`config.mk`:
```
export PLATFORM = sky130hd
export DESIGN_NAME = ram_req_sequencer
export DESIGN_NICKNAME = d
export VERILOG_FILES = /design/src/rtl/ram_req_sequencer.sv
export SDC_FILE = /design/constraint.sdc
export NUM_CORES = 1
export LEC_CHECK = 0
export BUFFER_PORTS_ARGS = -buffer_cell sky130_fd_sc_hd__buf_2
export CORE_MARGIN = 1.5
export CORE_UTILIZATION = 45
export DETAILED_ROUTE_END_ITERATION = 16
export GPL_TIMING_DRIVEN = 0
export PLACE_DENSITY = 0.84
export SYNTH_ARGS = -nofsm -noshare
export SYNTH_HDL_FRONTEND = slang
export SYNTH_SLANG_ARGS = --single-unit
```
`constraint.sdc`:
```
create_clock -name CLK -period 3.03 [get_ports CLK]
set_clock_uncertainty 0.15 [all_clocks]
set_input_delay 0.4545 -clock CLK [delete_from_list [all_inputs] [get_ports CLK]]
set_output_delay 0.4545 -clock CLK [all_outputs]
set_load 0.005 [all_outputs]
```
`src/rtl/ram_req_sequencer.sv`:
```
// Read/write front-end for the single-port RAM: range check, strobe gating and in-order response FIFO.
// Define RAMSEQ_STATS_EN to add STAT_RD/STAT_WR/STAT_ERR command counters.
module ram_req_sequencer #(
  parameter int ADDR_WIDTH = 12,
  parameter int DATA_WIDTH = 16,
  parameter int RAM_SIZE   = 3072,
  parameter int RSP_DEPTH  = 2
) (
  input  logic                  CLK,
  input  logic                  RST,
  input  logic                  REQ_VALID,
  output logic                  REQ_READY,
  input  logic                  REQ_WRITE,
  input  logic [ADDR_WIDTH-1:0] REQ_ADDR,
  input  logic [DATA_WIDTH-1:0] REQ_WDATA,
  output logic                  RSP_VALID,
  input  logic                  RSP_READY,
  output logic [DATA_WIDTH-1:0] RSP_DATA,
  output logic                  RSP_ERR,
  output logic                  RAM_RDEN,
  output logic                  RAM_WREN,
  output logic [ADDR_WIDTH-1:0] RAM_ADDR,
  output logic [DATA_WIDTH-1:0] RAM_WDATA,
  input  logic [DATA_WIDTH-1:0] RAM_RDATA
`ifdef RAMSEQ_STATS_EN
  ,
  output logic [31:0]           STAT_RD,
  output logic [31:0]           STAT_WR,
  output logic [31:0]           STAT_ERR
`endif
);

  localparam int PW = $clog2(RSP_DEPTH);
  localparam int CW = $clog2(RSP_DEPTH + 1);
  localparam int OW = $clog2(RSP_DEPTH + 2);

  logic                  accept, in_range, push, pop;
  logic                  p_vld_q, p_vld_d, p_rd_q, p_rd_d, p_err_q, p_err_d;
  logic [CW-1:0]         cnt_q, cnt_d;
  logic [PW-1:0]         rd_q, rd_d, wr_q, wr_d;
  logic [OW-1:0]         occ_after;
  logic [DATA_WIDTH-1:0] push_data;
  logic [DATA_WIDTH-1:0] fifo_data [RSP_DEPTH];
  logic                  fifo_err  [RSP_DEPTH];

  function automatic logic [PW-1:0] ptr_inc(input logic [PW-1:0] p);
    return (p == PW'(RSP_DEPTH - 1)) ? '0 : p + 1'b1;
  endfunction

  // A full address space can never be out of range.
  if (RAM_SIZE >= (1 << ADDR_WIDTH)) begin : g_full
    assign in_range = 1'b1;
  end else begin : g_part
    assign in_range = (REQ_ADDR < ADDR_WIDTH'(RAM_SIZE));
  end

  assign RSP_VALID = (cnt_q != '0);
  assign pop       = RSP_VALID & RSP_READY;
  assign push      = p_vld_q;

  // Credit counts the pending stage, so a new accept never overflows the FIFO.
  assign occ_after = OW'(cnt_q) + OW'(p_vld_q) - OW'(pop);
  assign REQ_READY = !RST && (occ_after < OW'(RSP_DEPTH));
  assign accept    = REQ_VALID & REQ_READY;

  assign RAM_RDEN  = accept & !REQ_WRITE & in_range;
  assign RAM_WREN  = accept &  REQ_WRITE & in_range;
  assign RAM_ADDR  = REQ_ADDR;
  assign RAM_WDATA = REQ_WDATA;

  assign push_data = p_rd_q ? RAM_RDATA : '0;
  assign RSP_DATA  = RSP_VALID ? fifo_data[rd_q] : '0;
  assign RSP_ERR   = RSP_VALID ? fifo_err[rd_q]  : 1'b0;

  always_comb begin
    p_vld_d = accept;
    p_rd_d  = accept & !REQ_WRITE & in_range;
    p_err_d = accept & !in_range;
    cnt_d   = cnt_q + CW'(push) - CW'(pop);
    rd_d    = pop  ? ptr_inc(rd_q) : rd_q;
    wr_d    = push ? ptr_inc(wr_q) : wr_q;
  end

  always_ff @(posedge CLK) begin
    if (RST) begin
      p_vld_q <= 1'b0;
      p_rd_q  <= 1'b0;
      p_err_q <= 1'b0;
      cnt_q   <= '0;
      rd_q    <= '0;
      wr_q    <= '0;
    end else begin
      p_vld_q <= p_vld_d;
      p_rd_q  <= p_rd_d;
      p_err_q <= p_err_d;
      cnt_q   <= cnt_d;
      rd_q    <= rd_d;
      wr_q    <= wr_d;
    end
  end

  // Payload storage needs no reset; RSP_* are masked while the FIFO is empty.
  always_ff @(posedge CLK) begin
    if (push && !RST) begin
      fifo_data[wr_q] <= push_data;
      fifo_err[wr_q]  <= p_err_q;
    end
  end

`ifdef RAMSEQ_STATS_EN
  logic [31:0] st_rd_q, st_rd_d, st_wr_q, st_wr_d, st_err_q, st_err_d;

  always_comb begin
    st_rd_d  = st_rd_q  + 32'(RAM_RDEN);
    st_wr_d  = st_wr_q  + 32'(RAM_WREN);
    st_err_d = st_err_q + 32'(accept & !in_range);
  end

  always_ff @(posedge CLK) begin
    if (RST) begin
      st_rd_q  <= '0;
      st_wr_q  <= '0;
      st_err_q <= '0;
    end else begin
      st_rd_q  <= st_rd_d;
      st_wr_q  <= st_wr_d;
      st_err_q <= st_err_d;
    end
  end

  assign STAT_RD  = st_rd_q;
  assign STAT_WR  = st_wr_q;
  assign STAT_ERR = st_err_q;
`endif

endmodule

```
==> metrics.yaml <==
nets: 281
pin_count: 98
ys_warn_count: 0
vias: 1275
clk_pin_slew_worst_paths_ns: 0.07
tightest_slew_ns: 0.809
drv_cap: 0
diodes: 0
cts-buffers-inserted: 5
relSlewSlack: 0.460
drive_gt1_frac: 0.481
switching_share: 0.301
overflow: 0
static-leakage-power_nw: 1.11
synth_area_leaders: "edfxtp_1, buf_4, mux2i_1, dfxtp_1, and2_1"
synth_top_cell_area_share: 0.531
rsz0062_at_grt: "false"
coreArea_mm2: 0.00406
cts.sinks: 42
start_util: 0.474
rows: 23
drt-initial-drc-count: 11
status: "finished, final reports clean"
cts_tree: "yes"
syn_avg_cell_area_um2: 12.7
wl_per_cell_um: 11.6
peakVddDrop_uv: 423
path_cells: "o21ai_0 -> inv_1 -> ha_1 -> inv_1 -> ha_1 -> xnor3_1 -> nand3_2 -> inv_2 -> and3_1 -> buf_2"
via_per_inst: 4.54
syn_inst: 151
cts_setup_buffers: 0
regArea_mm2: 0.00118
cell_internal_pwr_mw: 1.15
end_kind: "primary output"
arrival_ns: 2.15
worstSetupPathType: "reg2out"
firstDrtPassIters: 4
finalMaxSlewViolations: 0
fmax_ghz: 0.363
critPathLaunchType: "flop"
hp-class: "in2reg"
cts_hold_buffers: 0
critPathSlowestCell: "dfxtp_1"
finalWirelength_um: 3270
post-route-util: 0.601
port_buffers: 71
p_per_area_mw_per_mm2: 673
grt.total_usage: 0.146
switchingPower_mw: 0.493
multiInputGateArea_um2: 493
fin_crit_ns: 2.76
grt_max_degree: 18
place_hpwl_um: 2510
crit_path_max_incr_delay_ns: 0.33
final_antenna_net_count: 0
critPathRequiredTime_ns: 2.43
hold_viol: 0
cts-htree-levels: 2
pwr-share-clk: 0.201
area_delta_synth_final_pct: 26.7
antenna_found_initial: 0
syn_area_mm2: 0.00192
setup_viol: 0
clk_latency_ns: 0.28
cpLargestDelayFamily: "adder cells"
die-area_mm2: 0.00467
mappedNetlistNets: 202
yosys_register_bits: 42
root_buffer: "clkbuf_8"
period_share: 0.909
critPathBufInv: 4
cts.path.max_buffers: 2
seq_area_frac_synth: 0.614
cts_resized: 0
die_w_um: 68.4
yosys.area.top_type: "edfxtp_1"
synthDistinctLibCells: 20
pwr-share-seq: 0.438
drcViolationCount: 0
combPwrFrac: 0.361
fill_cells: 340
dieHeight_um: 68.4
place_congestion: 0.668
grt_pass1_vias: 1086
path_max_fanout: 4
fin_setup_tns_ns: 0
grt_pass1_wl_um: 4680
## Yosys cell counts
library cell  count
edfxtp_1         34
buf_4            29
nor2_1           23
and2_1           17
mux2i_1          17
dfxtp_1           8
inv_1             5
nor3b_1           3
and3_1            2
buf_2             2
ha_1              2
clkbuf_1          1
inv_2             1
nand2_1           1
nand3_2           1
nor2b_1           1
o21ai_0           1
xnor2_1           1
xnor3_1           1
xor2_1            1
## stage by stage
stage,cell area [µm²],std cells,setup slack [ns],power (mW),hold WS [ns]
after CTS,2440,281,0.262,1.67,0.197
final,2440,281,0.274,1.64,0.208
after floorplan,1920,151,0.699,1.11,0.254
after detailed placement,2360,273,0.500,1.34,0.263
after global placement,2340,272,-0.167,1.32,0.258
after global routing,2440,281,0.0944,1.77,0.204
## kinds of logic after synthesis
logic type      share of synthesized area
xor+xnor                           0.0208
buf+inv                             0.132
fa+ha+maj                          0.0130
compound gates                    0.00260
simple gates                        0.129
flops                               0.614
mux                                0.0885
## cell usage in the layout, fill, tap and decap left out, types with 2 or more instances in the layout
cell	count
inv_1	5
and2_1	17
nor2_1	23
ha_1	2
edfxtp_1	34
clkbuf_1	4
buf_4	29
mux2i_1	17
buf_2	73
nor3b_1	2
clkbuf_8	5
dfxtp_1	8
and3_1	2
## metal layers
layer	share of wire	vias to the layer above	track usage	wire length [µm]
met1	0.33	576	0.133	1070
met3	0.082	5	0.0510	269
met4	0.011	0	0.0600	36
li1	-	636	-	-
met5	0	-	0	0
met2	0.58	58	0.286	1890
## state kept, by name (all words and copies together) (netlist names), named ones only
register   count
fifo_err       2
p_err_q        1
p_vld_q        1
p_rd_q         1
wr_q           1
cnt_q          2
rd_q           1
fifo_data     32
## path summary, 6_finish.rpt
kind | startpoint | endpoint | slack [ns] | depth (start not counted)
max | cnt_q[1] | RAM_WREN | 0.27 | 10
min | REQ_WRITE | p_rd_q | 0.21 | 2
max reg2reg | cnt_q[1] | p_rd_q | 1.06 | 8
min reg2reg | p_err_q | fifo_err[0] | 0.28 | 0
## final cells by class
| class | count | share of cell area |
|---|---|---|
| clock buffer | 8 | 0.0329 |
| buffer | 32 | 0.0950 |
| multi-input combinational | 71 | 0.202 |
| inverter | 6 | 0.00924 |
| sequential | 42 | 0.485 |
| timing repair buffer | 72 | 0.150 |
| tap | 50 | 0.0257 |
## power by group through the flow
stage | registers (mW) | clock network, mW | logic (mW)
after floorplan | 0.724 | 0 | 0.382
after global placement | 0.729 | 0 | 0.596
after detailed placement | 0.733 | 0 | 0.610
after CTS | 0.720 | 0.343 | 0.612
after global routing | 0.724 | 0.371 | 0.677
final | 0.719 | 0.329 | 0.592
Note: power is estimated with default switching activity, not from simulation.
